`config.mk`:
```
export PLATFORM = sky130hd
export DESIGN_NAME = uart_tx_ctrl
export DESIGN_NICKNAME = d
export VERILOG_FILES = /design/src/rtl/uart_pkg.sv /design/src/rtl/uart_tx_fifo.sv /design/src/rtl/uart_tx_ctrl.sv
export SDC_FILE = /design/constraint.sdc
export NUM_CORES = 1
export LEC_CHECK = 0
export CAP_MARGIN = 15
export CORE_AREA = 2 2 131 133
export DETAILED_ROUTE_END_ITERATION = 8
export DIE_AREA = 0 0 133 135
export GPL_TIMING_DRIVEN = 0
export SETUP_SLACK_MARGIN = 0.5
export SKIP_CTS_REPAIR_TIMING = 1
export SLEW_MARGIN = 5
export SYNTH_ARGS = -nofsm -noshare
export SYNTH_HDL_FRONTEND = slang
export SYNTH_SLANG_ARGS = --single-unit
```
`constraint.sdc`:
```
create_clock -name clock -period 4.4 [get_ports clock]
set_clock_uncertainty 0.2 [all_clocks]
set_input_delay 0.44 -clock clock [delete_from_list [all_inputs] [get_ports clock]]
set_output_delay 0.44 -clock clock [all_outputs]
set_load 0.05 [all_outputs]
```
`src/rtl/uart_pkg.sv`:
```
// Shared definitions for the UART transmit path: FSM states, the 9-bit MMIO
// bus layout and default timing constants.
package uart_pkg;

    typedef enum logic [1:0] {
        ST_IDLE,
        ST_START,
        ST_DATA,
        ST_STOP
    } tx_state_e;

    localparam logic [31:0] UART_MMIO_ADDR     = 32'h0000_fff0;
    localparam int          UART_BUS_W         = 9;
    localparam int          UART_STROBE_BIT    = 8;
    localparam int          UART_BYTE_W        = 8;
    localparam int          UART_FRAME_BITS    = 10;
    localparam int          DEFAULT_BAUD_DIV   = 868;
    localparam int          DEFAULT_FIFO_DEPTH = 16;

    // Core-side bus: strobe in bit 8, payload byte in bits 7:0.
    typedef struct packed {
        logic                   strobe;
        logic [UART_BYTE_W-1:0] data;
    } uart_bus_t;

    function automatic uart_bus_t unpack_uart_bus(input logic [UART_BUS_W-1:0] bus);
        return uart_bus_t'(bus);
    endfunction

endpackage

```
`src/rtl/uart_tx_fifo.sv`:
```
// Synchronous FIFO with show-ahead read data; a push while full is accepted
// only when a pop happens on the same edge.
module uart_tx_fifo #(
    parameter int DEPTH = 16,
    parameter int WIDTH = 8
) (
    input  logic                     clock,
    input  logic                     reset_n,
    input  logic                     push,
    input  logic [WIDTH-1:0]         push_data,
    input  logic                     pop,
    output logic [WIDTH-1:0]         pop_data,
    output logic                     full,
    output logic                     empty,
    output logic [$clog2(DEPTH):0]   level
);

    localparam int AW = $clog2(DEPTH);
    localparam int LW = AW + 1;

    logic [WIDTH-1:0] mem_q [DEPTH];
    logic [AW-1:0]    wr_ptr_q, wr_ptr_d;
    logic [AW-1:0]    rd_ptr_q, rd_ptr_d;
    logic [LW-1:0]    count_q, count_d;
    logic             do_push;
    logic             do_pop;

    assign full     = (count_q == LW'(DEPTH));
    assign empty    = (count_q == '0);
    assign level    = count_q;
    assign pop_data = mem_q[rd_ptr_q];
    assign do_pop   = pop & ~empty;
    assign do_push  = push & (~full | do_pop);

    // Pointers wrap naturally because DEPTH is a power of two.
    always_comb begin
        wr_ptr_d = wr_ptr_q;
        rd_ptr_d = rd_ptr_q;
        count_d  = count_q;
        if (do_push) begin
            wr_ptr_d = wr_ptr_q + 1'b1;
        end
        if (do_pop) begin
            rd_ptr_d = rd_ptr_q + 1'b1;
        end
        case ({do_push, do_pop})
            2'b10:   count_d = count_q + 1'b1;
            2'b01:   count_d = count_q - 1'b1;
            default: count_d = count_q;
        endcase
    end

    always_ff @(posedge clock or negedge reset_n) begin
        if (!reset_n) begin
            wr_ptr_q <= '0;
            rd_ptr_q <= '0;
            count_q  <= '0;
        end else begin
            wr_ptr_q <= wr_ptr_d;
            rd_ptr_q <= rd_ptr_d;
            count_q  <= count_d;
        end
    end

    always_ff @(posedge clock) begin
        if (do_push) begin
            mem_q[wr_ptr_q] <= push_data;
        end
    end

endmodule

```
`src/rtl/uart_tx_ctrl.sv`:
```
// Buffered 8N1 UART transmitter: bytes from the core's MMIO strobe are queued
// in a FIFO and serialised LSB first at a fixed baud divisor.
module uart_tx_ctrl
    import uart_pkg::*;
#(
    parameter int BAUD_DIV   = DEFAULT_BAUD_DIV,
    parameter int FIFO_DEPTH = DEFAULT_FIFO_DEPTH
) (
    input  logic                          clock,
    input  logic                          reset_n,
    input  logic [UART_BUS_W-1:0]         uart_in,
    output logic                          tx,
    output logic                          busy,
    output logic                          overflow,
    output logic [$clog2(FIFO_DEPTH):0]   level
);

    localparam int              CNT_W     = $clog2(BAUD_DIV);
    localparam logic [CNT_W-1:0] BAUD_LOAD = CNT_W'(BAUD_DIV - 1);

    uart_bus_t              bus;
    logic                   push_req;
    logic                   pop_en;
    logic [UART_BYTE_W-1:0] fifo_data;
    logic                   fifo_full;
    logic                   fifo_empty;

    tx_state_e              state_q, state_d;
    logic [CNT_W-1:0]       cnt_q, cnt_d;
    logic [UART_BYTE_W-1:0] shift_q, shift_d;
    logic [2:0]             idx_q, idx_d;
    logic                   tx_q, tx_d;
    logic                   overflow_q, overflow_d;
    logic                   expire;

    assign bus      = unpack_uart_bus(uart_in);
    assign push_req = bus.strobe;
    assign expire   = (cnt_q == '0);

    uart_tx_fifo #(
        .DEPTH (FIFO_DEPTH),
        .WIDTH (UART_BYTE_W)
    ) u_fifo (
        .clock     (clock),
        .reset_n   (reset_n),
        .push      (push_req),
        .push_data (bus.data),
        .pop       (pop_en),
        .pop_data  (fifo_data),
        .full      (fifo_full),
        .empty     (fifo_empty),
        .level     (level)
    );

    // Frame sequencer; a STOP expiry with data waiting chains straight into
    // the next START so back-to-back frames have no idle gap.
    always_comb begin
        state_d = state_q;
        cnt_d   = cnt_q;
        shift_d = shift_q;
        idx_d   = idx_q;
        tx_d    = tx_q;
        pop_en  = 1'b0;

        case (state_q)
            ST_IDLE: begin
                if (!fifo_empty) begin
                    pop_en  = 1'b1;
                    shift_d = fifo_data;
                    tx_d    = 1'b0;
                    cnt_d   = BAUD_LOAD;
                    state_d = ST_START;
                end
            end

            ST_START: begin
                if (expire) begin
                    tx_d    = shift_q[0];
                    idx_d   = 3'd0;
                    cnt_d   = BAUD_LOAD;
                    state_d = ST_DATA;
                end else begin
                    cnt_d = cnt_q - 1'b1;
                end
            end

            ST_DATA: begin
                if (expire) begin
                    cnt_d = BAUD_LOAD;
                    if (idx_q == 3'd7) begin
                        tx_d    = 1'b1;
                        state_d = ST_STOP;
                    end else begin
                        shift_d = shift_q >> 1;
                        tx_d    = shift_q[1];
                        idx_d   = idx_q + 3'd1;
                    end
                end else begin
                    cnt_d = cnt_q - 1'b1;
                end
            end

            ST_STOP: begin
                if (expire) begin
                    if (!fifo_empty) begin
                        pop_en  = 1'b1;
                        shift_d = fifo_data;
                        tx_d    = 1'b0;
                        cnt_d   = BAUD_LOAD;
                        state_d = ST_START;
                    end else begin
                        state_d = ST_IDLE;
                    end
                end else begin
                    cnt_d = cnt_q - 1'b1;
                end
            end

            default: begin
                tx_d    = 1'b1;
                state_d = ST_IDLE;
            end
        endcase
    end

    // A dropped byte is one pushed while full with no pop freeing a slot.
    always_comb begin
        overflow_d = overflow_q | (push_req & fifo_full & ~pop_en);
    end

    always_ff @(posedge clock or negedge reset_n) begin
        if (!reset_n) begin
            state_q    <= ST_IDLE;
            cnt_q      <= '0;
            shift_q    <= '0;
            idx_q      <= '0;
            tx_q       <= 1'b1;
            overflow_q <= 1'b0;
        end else begin
            state_q    <= state_d;
            cnt_q      <= cnt_d;
            shift_q    <= shift_d;
            idx_q      <= idx_d;
            tx_q       <= tx_d;
            overflow_q <= overflow_d;
        end
    end

    assign tx       = tx_q;
    assign overflow = overflow_q;
    assign busy     = (state_q != ST_IDLE) | (level != '0);

endmodule

```
* Yosys cells after proc, flatten, opt, wreduce, memory -nomap -nowiden
Memory sizes are Yosys's and may differ from the RTL's.
Index checks and enable logic that the tools add are counted.
** Storage, ports and cells
- Register bits after elaboration :: 38
- RAM bits :: 128
- Bits of input ports :: 11
- Output and inout port bits :: 8
- Logic and storage cells :: 84
- Memories kept :: 1
** Cells by class
- Add/sub/neg operators :: 6
- Equality and inequality tests :: 13
- Multiplexer cells :: 32
- Bitwise gates (word level) :: 10
- Reductions and logical operators :: 13
** Memory list
- u_fifo.mem_q :: words 16, width 8, read ports 1, clocked after memory_dff 0, write ports 1, line uart_tx_fifo.sv:21 : logic [WIDTH-1:0] mem_q [DEPTH];
** Operators with widths (number)
- 8-bit two-way mux :: 4
- 10-bit two-way mux :: 3
- 10-bit case mux with 3 select lines :: 1
- 8-bit case mux with 3 select lines :: 1
- 2-bit inequality test (second input constant) :: 6
- 10-bit logical NOT :: 1
- 1-bit two-way mux :: 10
- 2-bit two-way mux :: 5
- 5-bit case mux with 2 select lines :: 1
- 10-bit by 1-bit subtractor with 10-bit output (second input constant) :: 1
- 3-bit two-way mux :: 3
- 4-bit by 1-bit adder with 4-bit output (second input constant) :: 2
- 2-bit case mux with 4 select lines :: 1
- 4-bit AND reduction :: 2
- 2-bit == test (second input constant) :: 3
- 3-bit case mux with 2 select lines :: 1
- 2-bit nonzero test :: 3
- 5-bit by 1-bit adder with 5-bit output (second input constant) :: 1
- 5-bit == test (second input constant) :: 1
- 5-bit logical NOT :: 1
- 5-bit AND reduction :: 1
- 5-bit nonzero test :: 1
- 5-bit by 1-bit subtractor with 5-bit output (second input constant) :: 1
- 1-bit bitwise AND :: 4
- 11 further kinds :: 16

* Depth between registers and ports, before layout
- Depth in word-level cells :: 9
- Depth in mapped cells :: 15
- Gate-level depth less buffers :: 14

* Modules after synthesis
Synthesis repeated with hierarchy kept, for this count alone.
** Second synthesis, totals
- Cell total of the unflattened synthesis :: 457
- Area total of the unflattened synthesis :: 7475.9 um^2
** Modules (own cells, without submodules)
- uart_tx_fifo :: instances 1, cells each 306, area an instance 5835.6 um^2, seq. area each 4169.0 um^2
- uart_tx_ctrl :: instances 1, cells each 151, area an instance 1640.3 um^2, seq. area each 626.9 um^2

* Least setup slack after synthesis
OpenSTA, ideal clock, no wires.
- Path kind :: flip-flop to flip-flop
- From :: reg u_fifo.count_q[1], in the netlist u_fifo.level[1]
- To :: reg u_fifo.count_q[4], in the netlist u_fifo.level[4]
- Library setup time :: 0.081 ns
- Arrival time :: 3.127 ns
- Data required time :: 4.119 ns
- Slack :: 0.993 ns
- Cell stages (with the launch flop) :: 15
- Buffers on the path :: 2
- Clock period less this slack :: 3.407 ns
- Cells stage by stage :: dfrtp_1 > buf_6 > or4_4 > nor3_1 > a221oi_2 > inv_1 > ha_1 > clkbuf_1 > xor2_1 > ha_1 > o21a_1 > o21ai_0 > nand3b_1 > a21oi_1 > xnor2_1
** On the way
- Cells in the longest elaborated chain, start to end :: 9
- Elaborated cells between the ends (all ways) :: 16
- Those cells by class :: 2 x add/sub; 3 x eq/ne; 4 x mux; 5 x bitwise; 2 x reduce/logical
** Ends and longest elaborated chain
- from (decl) :: line uart_tx_fifo.sv:24 : logic [LW-1:0] count_q, count_d;
- from (signal assigned) :: line uart_tx_fifo.sv:61 : count_q <= count_d;
- 5-bit logical NOT :: line uart_tx_fifo.sv:29 : assign empty = (count_q == '0);
- 1-bit two-way mux :: line uart_tx_ctrl.sv:67, uart_tx_ctrl.sv:105
- 1-bit two-way mux :: line uart_tx_ctrl.sv:104 : if (expire) begin
- 1-bit case mux with 2 select lines :: line uart_tx_ctrl.sv:65 : case (state_q)
- 1-bit bitwise AND :: line uart_tx_fifo.sv:32 : assign do_pop = pop & ~empty;
- 1-bit OR :: line uart_tx_fifo.sv:33 : assign do_push = push & (~full | do_pop);
- 1-bit bitwise AND :: line uart_tx_fifo.sv:33
- 2-bit by 1-bit == test with 1-bit output or 2-bit == test (tied branches) :: line uart_tx_fifo.sv:46 : case ({do_push, do_pop})
- 5-bit case mux with 2 select lines or 2-bit nonzero test (tied branches)
Parallel ways exist; a longest one is shown, timed or not.
A chain may end at the register's enable or synchronous reset.

* Worst setup path after layout
- From :: reg cnt_q[0]
- To :: reg u_fifo.count_q[4], in the netlist u_fifo.level[4]
** On the way
- Cells in the longest elaborated chain, start to end :: 8
- Elaborated cells between the ends (all ways) :: 10
- Those cells by class :: 2 x eq/ne; 3 x mux; 3 x bitwise; 2 x reduce/logical
** Ends and longest elaborated chain
- from (decl) :: line uart_tx_ctrl.sv:29 : logic [CNT_W-1:0] cnt_q, cnt_d;
- from (signal assigned) :: line uart_tx_ctrl.sv:141 : cnt_q <= cnt_d;
- 10-bit logical NOT (*) :: line uart_tx_ctrl.sv:38 : assign expire = (cnt_q == '0);
- 1-bit two-way mux (*) :: line uart_tx_ctrl.sv:104
- 1-bit case mux with 2 select lines (*) :: line uart_tx_ctrl.sv:65
- 1-bit bitwise AND (*) :: line uart_tx_fifo.sv:32
- 1-bit OR :: line uart_tx_fifo.sv:33
- 1-bit bitwise AND :: line uart_tx_fifo.sv:33
- 2-bit by 1-bit == test with 1-bit output or 2-bit == test (tied branches) :: line uart_tx_fifo.sv:46
- 5-bit case mux with 2 select lines or 2-bit nonzero test (tied branches)
Every way passes the cells marked *; elsewhere a longest branch is shown, timed or not.

==> flow_summary.json <==
{
  "run_status": "finished, final reports clean",
  "final_core_util_pct": 51.5,
  "first_pass_iters": 4,
  "synth-edff-count": 128,
  "antenna_left": 0,
  "setup_tns_ps": 0,
  "ir_drop_v": 0.000309,
  "met3_usage_pct": 4.02,
  "synth_xor_area_share_pct": 1.57,
  "critPathKind": "reg2reg",
  "max_stage_delay_ps": 410,
  "grt.busiest_layer": "met2",
  "ys_types": 62,
  "hold_path_end": "overflow",
  "synth-seq-area-share_pct": 66.0,
  "crit_path_cell_trace": "inv_1, ha_1, nor3b_4, nand4_1, a221oi_4, inv_1, ha_1, clkbuf_1, xor2_1, ha_1, o21a_1, o21ai_0, nand3b_1, a21oi_1, xnor2_1",
  "rsz0062_at_grt": "no",
  "viasPerCell": 5.50,
  "final_common_cell": "edfxtp_1",
  "track_usage_pct": 17.1,
  "clkSinkCount": 166,
  "use_met1_pct": 23.4,
  "htree_levels": 4,
  "antenna_found_initial": 0,
  "drt_wl_total_microns": 14200,
  "final_cell_mix": "edfxtp_1, dfrtp_1, mux4_2",
  "muxShareOfSynthArea_pct": 11.5,
  "cts_buffers": 17,
  "min_period_ps": 3660,
  "ys_ff_latch": 166,
  "critPathLaunchType": "flip-flop",
  "synth_compound_gate_area_share_pct": 8.02,
  "power_density_nw_per_um2": 477,
  "critPathMaxFanout": 7,
  "overflow": 0,
  "globalRouteMet2Util_pct": 27.8,
  "syn_inst": 457,
  "portBuffers": 18,
  "hp-class": "reg2reg",
  "ff2ff_setup_slack_ps": 740,
  "synth_top_area_share_pct": 52.9,
  "drive_gt1_share_pct": 20.9,
  "cp-end-kind": "flip-flop",
  "cts_tree": "yes",
  "clock.fmax_mhz": 273,
  "worstPathArrival_ps": 3800,
  "ys_warn_count": 0,
  "synthArstFlopShare_pct": 22.9,
  "crit_slowest_cell": "dfrtp_1",
  "slew_headroom_pct": 35.3,
  "antenna_cells": 0,
  "synthTopCellsByArea": "edfxtp_1, dfrtp_1, mux4_2, ha_1, nand2_1",
  "grt_max_degree": 22,
  "yosys.area_share.simple_pct": 7.64,
  "cp.required_ps": 4540,
  "yosys_most_used_dff": "edfxtp_1",
  "cpMostUsedCell": "ha_1",
  "timing.rr.end": "u_fifo.level[4]",
  "drt_iter0_drc": 330,
  "netlist_area_sq_um": 7270,
  "grt_pass1_wl_microns": 22700,
  "setup_viol": 0,
  "synth_top_family_by_area": "multiplexers",
  "syn_avg_cell_area_sq_um": 15.9,
  "ctsLongestPathBuffers": 2,
  "hold_slack_ps": 273,
  "synthAdderAreaFrac_pct": 3.10,
  "finalMaxSlewViolations": 0,
  "vias": 4032,
  "synth_area_leader_cell": "edfxtp_1",
  "clk-insertion-delay-late_ps": 430,
  "std_cell_rows": 47,
  "tightest_slew_ps": 968,
  "finalCritPeriodShare_pct": 83.2,
  "report.final.hold_viol_count": 0,
  "io-pin-count": 19,
  "design.core.area_sq_um": 16400,
  "cts.clk_slew.worst_paths_ps": 70,
  "grt_pass1_vias": 4016,
  "holdPathStages": 1,
  "hp-start": "overflow",
  "cts-root-buf": "clkbuf_16",
  "fin_nets": 529,
  "dieArea_sq_um": 18000,
  "wl_per_cell_microns": 19.4,
  "placed_cells": 699,
  "gp_congestion": 0.814,
  "initial_core_util_pct": 44.3,
  "die_y_microns": 135,
  "drc_errors": 0,
  "r2r_cells": 15,
  "cap_violations": 0,
  "hpwlAfterDp_microns": 9700,
  "synth_nets": 486,
  "die_w_microns": 133,
  "area_growth_pct": 16.3,
  "final_cells": 733,
  "r2r_start": "cnt_q[0]",
  "leakagePower_nw": 2.97
}
==> cells by family after synthesis <==
family                   count (synthesis)
adder cells (fa/ha/maj)                 18
AO/OA/AOI/OAI                           81
flip-flops                             166
AND/OR/NAND/NOR                        102
XOR/XNOR                                13
buffers and inverters                   36
multiplexers                            41
==> registers in the layout, indices dropped and copies added (netlist names) <==
name	cells
u_fifo.mem_q	128
u_fifo.wr_ptr_q	4
overflow	1
tx	1
idx_q	3
u_fifo.level	5
state_q	2
shift_q	8
u_fifo.rd_ptr_q	4
cnt_q	10
==> worst max-delay path: cells and delay by family (launching register included) <==
family	cells	cell delay [ps]
adder cells (fa/ha/maj)	3	630
buffers and inverters	3	420
AO/OA/AOI/OAI	4	920
XOR/XNOR	2	310
flip-flops	1	410
AND/OR/NAND/NOR	3	680
==> Yosys cell counts (all sizes together) (3+ instances only) <==
| library cell | count |
|---|---|
| o22ai | 8 |
| xor2 | 7 |
| xnor2 | 6 |
| nor3 | 12 |
| a221oi | 3 |
| mux2 | 7 |
| buf | 12 |
| mux4 | 32 |
| nor2 | 26 |
| dfrtp | 37 |
| nor2b | 3 |
| ha | 18 |
| o221a | 4 |
| nand3b | 3 |
| nor3b | 3 |
| edfxtp | 128 |
| clkbuf | 10 |
| a31oi | 4 |
| a21oi | 13 |
| o21ai | 18 |
| nand2b | 9 |
| a32oi | 3 |
| a22o | 4 |
| nand2 | 27 |
| inv | 14 |
| nand3 | 5 |
| o31ai | 6 |
==> worst max-delay path by stage <==
| stage | depth (start not counted) | from | slack [ps] | end |
|---|---|---|---|---|
| 2_1_floorplan | 14 | u_fifo.level[1] | 990 | u_fifo.level[4] |
| 5_1_grt | 15 | cnt_q[0] | 470 | u_fifo.level[4] |
| 4_1_cts | 15 | cnt_q[0] | 270 | u_fifo.level[4] |
| 3_3_place_gp | 7 | cnt_q[0] | 280 | u_fifo.mem_q[3][6] |
| 6_report | 15 | cnt_q[0] | 740 | u_fifo.level[4] |
| 3_5_place_dp | 15 | cnt_q[0] | 340 | u_fifo.level[4] |
==> where the power goes <==
group          leakage (nW)  switching, mW  internal, mW
logic                  1.08          0.385         0.216
clock network         0.290          0.650         0.864
registers              1.60         0.0577          1.86
total                  2.97           1.09          2.94
==> per-stage QoR <==
step                total power [mW]  area (sq um)  worst slack (ps)
finish                          4.03          8450               740
floorplan                       2.34          7270               993
CTS                             4.07          8410               267
global placement                2.52          7720               281
global route                    4.20          8450               473
detailed placement              2.55          7790               336
==> area by class of cell <==
class	instances	area, sq um
Fill cell	1322	7950
Sequential cell	166	4800
Multi-Input combinational cell	255	2360
Clock buffer	18	429
Tap cell	220	275
Timing Repair Buffer	24	243
Clock inverter	14	189
Buffer	22	108
Inverter	14	52.6
==> per-layer routing <==
layer / up-vias / wire (microns)
li1: 1882 / -
met4: 0 / 58
met1: 2073 / 6390
met3: 2 / 776
met5: - / 0
met2: 75 / 6990
Power figures use the tool's default switching activity.
